`config.mk`:
```
export PLATFORM = sky130hd
export DESIGN_NAME = gpio_cfg_loader
export DESIGN_NICKNAME = d
export VERILOG_FILES = /design/src/rtl/gpio_cfg_pkg.sv /design/src/rtl/gpio_cfg_regfile.sv /design/src/rtl/gpio_cfg_loader.sv
export SDC_FILE = /design/constraint.sdc
export NUM_CORES = 1
export LEC_CHECK = 0
export ABC_AREA = 1
export CAP_MARGIN = 10
export CORE_ASPECT_RATIO = 0.9
export CORE_MARGIN = 2
export CORE_UTILIZATION = 50
export DETAILED_ROUTE_END_ITERATION = 6
export PLACE_DENSITY = 0.65
export SKIP_CTS_REPAIR_TIMING = 1
export SYNTH_ARGS = -nofsm -noshare
export SYNTH_HDL_FRONTEND = slang
export SYNTH_SLANG_ARGS = --single-unit
```
`constraint.sdc`:
```
create_clock -name mclk -period 9.5 [get_ports mclk]
set_input_delay 1.425 -clock mclk [delete_from_list [all_inputs] [get_ports mclk]]
set_output_delay 1.425 -clock mclk [all_outputs]
set_load 0.03 [all_outputs]
```
`src/rtl/gpio_cfg_pkg.sv`:
```
// Shared constants and state encoding for the GPIO pad-control chain loader.
package gpio_cfg_pkg;

    localparam int GPIO_CTRL_BITS = 12;
    localparam logic [GPIO_CTRL_BITS-1:0] GPIO_DEFAULT_CFG = 12'hC00;

    typedef enum logic [2:0] {
        IDLE,
        SHIFT_LO,
        SHIFT_HI,
        LOAD_SETUP,
        LOAD,
        DONE
    } state_t;

    // Index width that stays legal when a dimension collapses to one entry.
    function automatic int idx_width(input int n);
        return (n > 1) ? $clog2(n) : 1;
    endfunction

endpackage

```
`src/rtl/gpio_cfg_regfile.sv`:
```
// Per-pad config word storage: one write port, a word read port for the bus and
// a single-bit read port for the serial shifter.
module gpio_cfg_regfile
    import gpio_cfg_pkg::*;
#(
    parameter int NUM_PADS = 15,
    parameter int CTRL_BITS = GPIO_CTRL_BITS,
    parameter logic [CTRL_BITS-1:0] DEFAULT_CFG = GPIO_DEFAULT_CFG,
    localparam int AW = idx_width(NUM_PADS),
    localparam int BW = idx_width(CTRL_BITS)
) (
    input  logic                 clk_i,
    input  logic                 rst_i,
    input  logic                 we_i,
    input  logic [AW-1:0]        waddr_i,
    input  logic [CTRL_BITS-1:0] wdata_i,
    input  logic [AW-1:0]        raddr_i,
    output logic [CTRL_BITS-1:0] rdata_o,
    input  logic [AW-1:0]        bit_pad_i,
    input  logic [BW-1:0]        bit_sel_i,
    output logic                 bit_o
);

    // Sized to the full address space so every index is in range; entries past
    // NUM_PADS are never written and are masked on the bus read.
    localparam int DEPTH = 2**AW;

    logic [CTRL_BITS-1:0] mem_q [DEPTH];

    // NOTE: the array is reset because every word must come up as DEFAULT_CFG;
    // that forces flops rather than a RAM macro, which is fine at this size.
    always_ff @(posedge clk_i or posedge rst_i) begin
        if (rst_i) begin
            for (int i = 0; i < DEPTH; i++) mem_q[i] <= DEFAULT_CFG;
        end else if (we_i) begin
            mem_q[waddr_i] <= wdata_i;
        end
    end

    assign rdata_o = (int'(raddr_i) < NUM_PADS) ? mem_q[raddr_i] : '0;
    assign bit_o   = mem_q[bit_pad_i][bit_sel_i];

endmodule

```
`src/rtl/gpio_cfg_loader.sv`:
```
// Sequencer that shifts the per-pad config image into the GPIO serial chain and
// strobes serial_load to apply it.
module gpio_cfg_loader
    import gpio_cfg_pkg::*;
#(
    parameter int NUM_PADS = 15,
    parameter int CTRL_BITS = GPIO_CTRL_BITS,
    parameter int CLK_DIV = 4,
    parameter logic [CTRL_BITS-1:0] DEFAULT_CFG = GPIO_DEFAULT_CFG,
    parameter bit AUTO_LOAD = 1'b1,
    localparam int AW = idx_width(NUM_PADS)
) (
    input  logic                 mclk,
    input  logic                 reset,
    input  logic                 cfg_we,
    input  logic [AW-1:0]        cfg_addr,
    input  logic [CTRL_BITS-1:0] cfg_wdata,
    output logic [CTRL_BITS-1:0] cfg_rdata,
    input  logic                 start,
    output logic                 busy,
    output logic                 done,
    output logic                 cfg_wr_err,
    output logic                 serial_resetn,
    output logic                 serial_clock,
    output logic                 serial_data,
    output logic                 serial_load
);

    localparam int BW = idx_width(CTRL_BITS);
    localparam int PW = idx_width(CLK_DIV);
    localparam logic [AW-1:0] LAST_PAD = AW'(NUM_PADS - 1);
    localparam logic [BW-1:0] LAST_BIT = BW'(CTRL_BITS - 1);
    localparam logic [PW-1:0] LAST_PH  = PW'(CLK_DIV - 1);

    state_t        state_q;
    logic [PW-1:0] phase_q;
    logic [AW-1:0] pad_q, pad_d;
    logic [BW-1:0] bit_q, bit_d;
    logic          auto_q, busy_q, done_q, wr_err_q;
    logic          sresetn_q, sclk_q, sdata_q, sload_q;
    logic          wr_en, phase_end, last_bit, go, rf_bit, data_d;

    assign wr_en     = cfg_we && (int'(cfg_addr) < NUM_PADS) && (state_q == IDLE);
    assign phase_end = (phase_q == LAST_PH);
    assign last_bit  = (pad_q == '0) && (bit_q == '0);
    assign go        = start || auto_q;

    // Index of the bit to present on the next SHIFT_LO entry.
    // NOTE: every output of an always_comb gets a default first so no path can
    // leave it unassigned and infer a latch.
    always_comb begin
        pad_d = pad_q;
        bit_d = bit_q;
        if (state_q == IDLE) begin
            pad_d = LAST_PAD;
            bit_d = LAST_BIT;
        end else if (!last_bit) begin
            if (bit_q == '0) begin
                pad_d = pad_q - AW'(1);
                bit_d = LAST_BIT;
            end else begin
                bit_d = bit_q - BW'(1);
            end
        end
    end

    // A write landing on the same edge as start must already be seen by the shifter.
    assign data_d = (wr_en && (cfg_addr == pad_d)) ? cfg_wdata[bit_d] : rf_bit;

    gpio_cfg_regfile #(
        .NUM_PADS    (NUM_PADS),
        .CTRL_BITS   (CTRL_BITS),
        .DEFAULT_CFG (DEFAULT_CFG)
    ) u_regfile (
        .clk_i     (mclk),
        .rst_i     (reset),
        .we_i      (wr_en),
        .waddr_i   (cfg_addr),
        .wdata_i   (cfg_wdata),
        .raddr_i   (cfg_addr),
        .rdata_o   (cfg_rdata),
        .bit_pad_i (pad_d),
        .bit_sel_i (bit_d),
        .bit_o     (rf_bit)
    );

    // NOTE: sequential state uses non-blocking assignments so every register
    // samples pre-edge values regardless of statement order.
    always_ff @(posedge mclk or posedge reset) begin
        if (reset) begin
            state_q   <= IDLE;
            phase_q   <= '0;
            pad_q     <= '0;
            bit_q     <= '0;
            auto_q    <= AUTO_LOAD;
            busy_q    <= 1'b0;
            done_q    <= 1'b0;
            wr_err_q  <= 1'b0;
            sresetn_q <= 1'b0;
            sclk_q    <= 1'b0;
            sdata_q   <= 1'b0;
            sload_q   <= 1'b0;
        end else begin
            sresetn_q <= 1'b1;
            auto_q    <= 1'b0;
            done_q    <= 1'b0;
            wr_err_q  <= cfg_we && !wr_en;
            if (state_q != IDLE && state_q != DONE)
                phase_q <= phase_end ? '0 : phase_q + PW'(1);

            unique case (state_q)
                IDLE: if (go) begin
                    state_q <= SHIFT_LO;
                    busy_q  <= 1'b1;
                    phase_q <= '0;
                    pad_q   <= pad_d;
                    bit_q   <= bit_d;
                    sdata_q <= data_d;
                end
                SHIFT_LO: if (phase_end) begin
                    state_q <= SHIFT_HI;
                    sclk_q  <= 1'b1;
                end
                SHIFT_HI: if (phase_end) begin
                    sclk_q <= 1'b0;
                    if (last_bit) begin
                        state_q <= LOAD_SETUP;
                    end else begin
                        state_q <= SHIFT_LO;
                        pad_q   <= pad_d;
                        bit_q   <= bit_d;
                        sdata_q <= data_d;
                    end
                end
                LOAD_SETUP: if (phase_end) begin
                    state_q <= LOAD;
                    sload_q <= 1'b1;
                end
                LOAD: if (phase_end) begin
                    state_q <= DONE;
                    sload_q <= 1'b0;
                    done_q  <= 1'b1;
                end
                DONE: begin
                    state_q <= IDLE;
                    busy_q  <= 1'b0;
                end
                default: state_q <= IDLE;
            endcase
        end
    end

    assign busy          = busy_q;
    assign done          = done_q;
    assign cfg_wr_err    = wr_err_q;
    assign serial_resetn = sresetn_q;
    assign serial_clock  = sclk_q;
    assign serial_data   = sdata_q;
    assign serial_load   = sload_q;

endmodule

```
* Word-level counts from Yosys, hierarchy flattened
Index checks and enable logic that the tools add are counted.
Operators by class: bitwise gates (word level) 2, muxes and demuxes 52, $add $sub $neg 3, equality and inequality tests 14, magnitude comparators 5, reductions and logical operators 22
Operator list (count):
- 192-bit bitwise mux | 1
- 12-bit binary-select mux with 4-bit select | 2
- 12-bit two-way mux | 6
- 12-bit demux with 4-bit select | 1
- 4-bit two-way mux | 12
- 4-bit one-hot mux with 2 select lines | 2
- 3-bit two-way mux | 5
- 3-bit one-hot mux with 5 select lines | 1
- 2-bit inequality test (second input constant) | 6
- 1-bit two-way mux | 11
- 5-bit >= comparator (second input constant) | 2
- 2-bit two-way mux | 5
- 4-bit inverter with 5-bit output | 2
- 1-bit binary-select mux with 4-bit select | 2
- 4-bit logical NOT | 2
- 1-bit one-hot mux with 2 select lines | 4
- 2-bit nonzero test | 4
- 4-bit by 1-bit subtractor with 4-bit output (second input constant) | 2
- 1-bit logical AND | 7
- 3-bit by 2-bit == test with 1-bit output (second input constant) | 2
- 3-bit == test (second input constant) | 2
- 3-bit AND reduction | 2
- 4-bit by 5-bit less-than comparator with 1-bit output (second input constant) | 1
- 5-bit by 1-bit less-than comparator with 1-bit output (second input constant) | 1
- other kinds (13) | 13
Storage, ports and cells: output and inout port bits 19, logic and storage cells 126, input bits 20, flip-flop bits (word level) 213

* Depth between registers and ports, before layout
Gate-level depths: netlist of run 1.
word-level depth 14, gate-level depth with buffers 21, mapped depth without buffers 20

* Modules after synthesis
A second synthesis of run 1 with hierarchy kept.
Unflattened totals: cells, all modules 1644, area total of the unflattened synthesis 11913.9 µm²
Modules (own cells, without submodules):
- gpio_cfg_regfile | area an instance 10448.8 µm², instances 1, seq. area each 4844.6 µm², cells each 1445
- gpio_cfg_loader | area an instance 1465.2 µm², instances 1, seq. area each 526.8 µm², cells each 199

* Worst setup path after synthesis of run 1
Ideal clock, no wire load.
kind input to output, from in cfg_addr[0], to out cfg_rdata[6], buffers on the path 2, data arrival time 2975 ps, slack 5100 ps, data required time 8075 ps, cell stages on the path 7, cell sequence nor2_1 -> clkbuf_1 -> buf_1 -> a22oi_1 -> nand2_1 -> nand2_1 -> a41oi_1
Between the ends: cells in the longest elaborated chain, start to end 5, elaborated cells between the ends (all ways) 6, classes of those cells 1 x order compare; 4 x mux; 1 x bitwise
Ends and longest elaborated chain:
- start: declaration | RTL line gpio_cfg_loader.sv:16 | input logic [AW-1:0] cfg_addr,
- 4-bit inverter with 5-bit output (not written as such) | RTL line gpio_cfg_regfile.sv:40 | assign rdata_o = (int'(raddr_i) < NUM_PADS) ? mem_q[raddr_i] : '0;
- 12-bit binary-select mux with 4-bit select | RTL line gpio_cfg_regfile.sv:40
- 12-bit two-way mux (not written as such) (2 in a row) | RTL line gpio_cfg_regfile.sv:40
- 12-bit two-way mux * | RTL line gpio_cfg_regfile.sv:40
- end: declaration | RTL line gpio_cfg_loader.sv:18 | output logic [CTRL_BITS-1:0] cfg_rdata,
Mark *: on every way between the ends. The rest lies on a longest branch, timed or not. The select of a mux whose other input is x is not followed.

* Worst setup path after layout of run 1
from in cfg_addr[0], to out cfg_rdata[7]
The elaborated chain is that of the path after synthesis.

==> out/summary.txt, run 1 <==
Grt total ovfl - 0
TritonCTS Buffers - 24
P&R area growth vs syn - 10.3%
First-pass GRT wire length - 60.0 mm
# DRC - 0
Worst setup path startpoint - cfg_addr[0]
Routability Congestion - 0.850
Sequential cell area fraction in the yosys report - 0.458
PD cells - 386 mW/mm²
H-tree depth - 1
Final nets - 1537
Worst setup EP type - output pin
Fmax - 0.159 GHz
CP Cell Sequence - clkdlybuf4s50_1 > inv_1 > nor2_2 > buf_4 > inv_1 > o22ai_1 > o21ai_0 > a41oi_1 > clkdlybuf4s50_1
Layout Cells excl Fill - 1831
Warnings, synthesis - 0
Synth top area share - 0.384
Count of different cell masters after synthesis - 39
Slowest cell on crit path - clkdlybuf4s50_1
Skew-Pair Late Insertion Delay - 0.52 ns
Die width - 165 µm
Hold Fails Final Rpt - 0
Most common cell in the netlist - nand2_1
Cell taking the most area after synthesis - dfrtp_1
Placed Cells - 1788
CP Capture Point - cfg_rdata[7]
CP max stage delay - 0.74 ns
Min Tclk post-route - 6.29 ns
Setup WS pre-CTS - 3.35 ns
R2r endpoint - serial_data
Hold WS - 0.378 ns
Layout cell share with drive strength beyond 1 - 0.0752
Die Y - 149 µm
Drt first pass iters - 6
DR WL/cell - 21.1 µm
CP Data Arrival Time - 4.87 ns
Vias in the first global route - 10300
Worst path depth - 9
Startpoint types - primary input
ANT nets after route - 0
Top post-synthesis cells by count - nand2_1 (440), o21ai_0 (231), dfrtp_1 (180), nand3_1 (173), inv_1 (143)
Synth Instances - 1557
Final Setup Violations - 0
Syn_area_per_cell - 7.53 µm²
Worst flop-to-flop path startpoint - bit_q[0]
Max Cap Viol - 0
CP top delay family - buffers and inverters
Dominant cells by area after synthesis - dfrtp_1 (38%), nand2_1 (14%), o21ai_0 (9.9%), dfstp_2 (7.4%), nand3_1 (7.4%)
Clock slew at reported path FFs - 0.06 ns
GRT Overall Usage - 0.318
Synthesis-stage register bit count - 213
HPWL Detailed - 22.3 mm
CTS Sinks - 213
RSZ-0062 raised after global routing - no
R2r setup slk - 4.88 ns
Bufs and invs on worst path - 5
DRT Wirelength - 38.7 mm
Max-slew headroom - 0.198
Die Area - 0.0247 mm²
Fraction of registers with async set or reset after synthesis - 1.00
CTS tree - done
Synthesized cell area - 0.0117 mm²
Crit Path Category - primary input to output pin
Post-route worst setup slack - 3.21 ns
Setup Skew - 0.00815 ns
ANT cells - 0
DR vias/cell - 6.04
Ys flop type - dfrtp_1
Longest Clk Path Bufs - 3
Detailed-route via count - 11100
Worst Max-Slew Pin Slew - 1.20 ns
Largest net degree at the start of global routing - 96
Final Max Slew Viols - 0
IO Port Bufs - 38
Critical Path RT - 8.08 ns
Maximum net fanout on the critical path - 32
R2r worst-path depth - 21
Layout fillers - 2216
IO Pins - 39
Worst VDD drop - 0.000414 V
1st-iter DRT viols - 1567
Total negative setup slack - 0 ns
EDFF count, synth - 0
Placement row count - 53
Static Leak - 5.78 nW
Root Driver - clkbuf_16
Initial antenna violation count - 0
Mapped Nets - 1581
Core region area - 0.0232 mm²
Outcome - finished clean
Class of the worst hold path - flop to flop
Fin crit share - 0.662
Initial core utilization - 0.505
## where the power goes
part           switching (mW)  internal [mW]
Combinational            1.61          0.761
Sequential              0.278           1.35
Clock                   0.376          0.625
Total                    2.26           2.73
## per-layer routing
layer | part of all wire | wire, µm | up-vias | track usage
met4 | 0.033 | 1300 | 0 | 0.112
met5 | 0 | 0 | - | 0
met3 | 0.11 | 4230 | 97 | 0.0670
li1 | - | - | 5127 | -
met2 | 0.42 | 16300 | 594 | 0.461
met1 | 0.44 | 16900 | 5233 | 0.472
## how the worst min path moves through the flow
stage | to | cells after the start | from
after global routing | u_regfile.mem_q[11] | 0 | u_regfile.mem_q[11]
after floorplan | u_regfile.mem_q[0] | 1 | u_regfile.mem_q[0]
after global placement | u_regfile.mem_q[0] | 0 | u_regfile.mem_q[0]
after CTS | u_regfile.mem_q[3] | 0 | u_regfile.mem_q[3]
final | u_regfile.mem_q[3] | 0 | u_regfile.mem_q[3]
after detailed placement | u_regfile.mem_q[3] | 0 | u_regfile.mem_q[3]
## area by class of cell
cell class,instances,area [µm²],area share
Multi-Input combinational cell,1071,5250,0.406
Clock inverter,7,134,0.0104
Sequential cell,213,5370,0.416
Timing Repair Buffer,56,523,0.0405
Tap cell,302,378,0.0292
Inverter,147,559,0.0433
Clock buffer,35,713,0.0552
## through the flow
stage | power (mW) | area, µm² | util
finish | 4.99 | 12900 | 0.557
detailed placement | 3.93 | 12100 | 0.520
global placement | 3.90 | 12100 | 0.520
CTS | 4.95 | 12900 | 0.556
global route | 5.34 | 12900 | 0.557
floorplan | 3.29 | 11700 | -
## logic make-up (layout without fill, tap and decap cells)
group | count (synthesis) | count (layout) | synth area share
and+or+nand+nor | 703 | 703 | 0.262
AOI/OAI and AO/OA | 360 | 360 | 0.177
buffers and inverters | 273 | 245 | 0.0948
DFF | 213 | 213 | 0.458
adders and majority gates | 4 | 4 | 0.00427
other | 2 | 2 | 0.000641
xor gates and xnor gates | 2 | 2 | 0.00214
## cell usage in the layout (no fill, tap or decap), types with 6 or more instances in the layout
cell type        Yosys  final
nand4_1             43     43
a21oi_1              8      8
o22ai_1             43     43
buf_4                6     17
inv_1              143    142
clkdlybuf4s50_1      0     38
dfrtp_1            180    180
dfstp_2             33     33
a41oi_1             12     12
a22oi_1             51     51
o21ai_0            231    231
nor2_2               2      6
nand3_1            173    173
nand2_1            440    440
clkbuf_16            0     25
nor2_1              27     23
## flip-flops by register name (all words and copies together) (netlist names), 2 cells and up
signal / count
state_q: 3
bit_q: 4
u_regfile.mem_q: 192
phase_q: 2
pad_q: 4
(Power assumes the default switching activity.)
==> inputs of run 2 (changes only) <==
==> constraint.sdc (replaced) <==
create_clock -name mclk -period 6.1 [get_ports mclk]
set_input_delay 0.915 -clock mclk [delete_from_list [all_inputs] [get_ports mclk]]
set_output_delay 0.915 -clock mclk [all_outputs]
set_load 0.03 [all_outputs]
==> out/summary.txt, run 2 (same netlist as run 1, synthesis figures left out) <==
Fin crit share - 0.819
CTS Sinks - 213
IO Pins - 39
Layout fillers - 2200
Maximum net fanout on the critical path - 23
Clock slew at reported path FFs - 0.06 ns
Min Tclk post-route - 5.00 ns
Worst VDD drop - 0.000577 V
Final Util - 0.557
Worst Max-Slew Pin Slew - 1.28 ns
Die Y - 149 µm
Initial core utilization - 0.505
Initial antenna violation count - 0
Drt first pass iters - 6
# DRC - 0
Critical Path RT - 5.18 ns
Layout cell share with drive strength beyond 1 - 0.0770
Fmax - 0.200 GHz
Placement row count - 53
Outcome - finished clean
Sequential cell area - 0.00537 mm²
RSZ-0062 raised after global routing - no
Slowest cell on crit path - clkdlybuf4s50_1
Root Driver - clkbuf_16
PD cells - 600 mW/mm²
HPWL Detailed - 22.6 mm
P&R area growth vs syn - 10.3%
Startpoint types - primary input
Skew-Pair Late Insertion Delay - 0.53 ns
Multi-input gate area - 0.00525 mm²
Final Setup Violations - 0
Longest Clk Path Bufs - 3
Bufs and invs on worst path - 5
Static Leak - 5.79 nW
GRT Overall Usage - 0.326
Max Cap Viol - 0
Die Area - 0.0247 mm²
CP Data Arrival Time - 4.08 ns
Final nets - 1539
Setup Skew - 0.0105 ns
Hold WS - 0.375 ns
R2r setup slk - 1.85 ns
Largest regs - u_regfile.mem_q (192), bit_q (4), pad_q (4)
CP Cell Sequence - clkdlybuf4s50_1 > nand2_1 > buf_4 > inv_1 > buf_4 > a22oi_1 > nand2_1 > nand2_1 > a41oi_1 > clkdlybuf4s50_1
Grt total ovfl - 0
1st-iter DRT viols - 1495
Largest net degree at the start of global routing - 124
ANT nets after route - 0
Routability Congestion - 0.915
Hold Fails Final Rpt - 0
CP top delay family - buffers and inverters
Final Max Slew Viols - 0
Max reg flops - 192
Worst setup EP type - output pin
TritonCTS Buffers - 24
Max-slew headroom - 0.145
Vias in the first global route - 10400
CP max stage delay - 0.74 ns
Total negative setup slack - 0 ns
First-pass GRT wire length - 61.3 mm
IO Port Bufs - 38
DRT Wirelength - 39.3 mm
H-tree depth - 1
Most frequent cells in the layout - nand2_1 (440), o21ai_0 (231), dfrtp_1 (180), nand3_1 (173), inv_1 (142)
DR WL/cell - 21.4 µm
Top reg by flops - u_regfile.mem_q
Detailed-route via count - 11200
CP most frequent cell - nand2_1
Die width - 165 µm
ANT cells - 0
Core region area - 0.0232 mm²
Class of the worst hold path - flop to flop
CTS tree - done
DR vias/cell - 6.11
Crit Path Category - primary input to output pin
Most common cell after layout, fill and taps aside - nand2_1
-- run 2: metal layers --
| layer | wire length (µm) | part of all wire | global-route usage |
|---|---|---|---|
| met1 | 16500 | 0.42 | 0.481 |
| met2 | 16100 | 0.41 | 0.459 |
| met3 | 5080 | 0.13 | 0.0820 |
| met4 | 1600 | 0.041 | 0.128 |
| met5 | 0 | 0 | 0 |
-- run 2: report_power, final --
group	total [mW]	leakage (nW)	switching [mW]	internal [mW]
combinational	3.69	2.66	2.51	1.18
clock	1.53	0.413	0.596	0.930
sequential	2.54	2.72	0.444	2.10
total	7.76	5.79	3.55	4.21
-- run 2: worst paths after layout --
path | startpoint | depth (start not counted) | to
max | cfg_addr[0] | 10 | cfg_rdata[7]
min | u_regfile.mem_q[3] | 0 | u_regfile.mem_q[3]
max in group asynchronous | reset | 3 | done
min reg2reg | u_regfile.mem_q[3] | 0 | u_regfile.mem_q[3]
max reg2reg | bit_q[0] | 21 | serial_data
min in group asynchronous | reset | 2 | u_regfile.mem_q[15]
-- run 2: metrics by stage --
stage	instance area (µm²)	setup WS [ns]	instances	total power [mW]
after global routing	12900	0.968	1835	8.31
after global placement	12100	1.19	1791	6.08
final	12900	1.10	1835	7.76
after CTS	12900	1.15	1835	7.68
after floorplan	11700	2.44	1557	5.12
after detailed placement	12100	1.16	1791	6.14
-- run 2: area by class of cell --
class,instances,share of cell area
inverter,147,0.0430
clock buffer,39,0.0587
tap,302,0.0292
multi-input combinational,1071,0.406
clock inverter,5,0.00581
timing repair buffer,58,0.0420
sequential,213,0.416
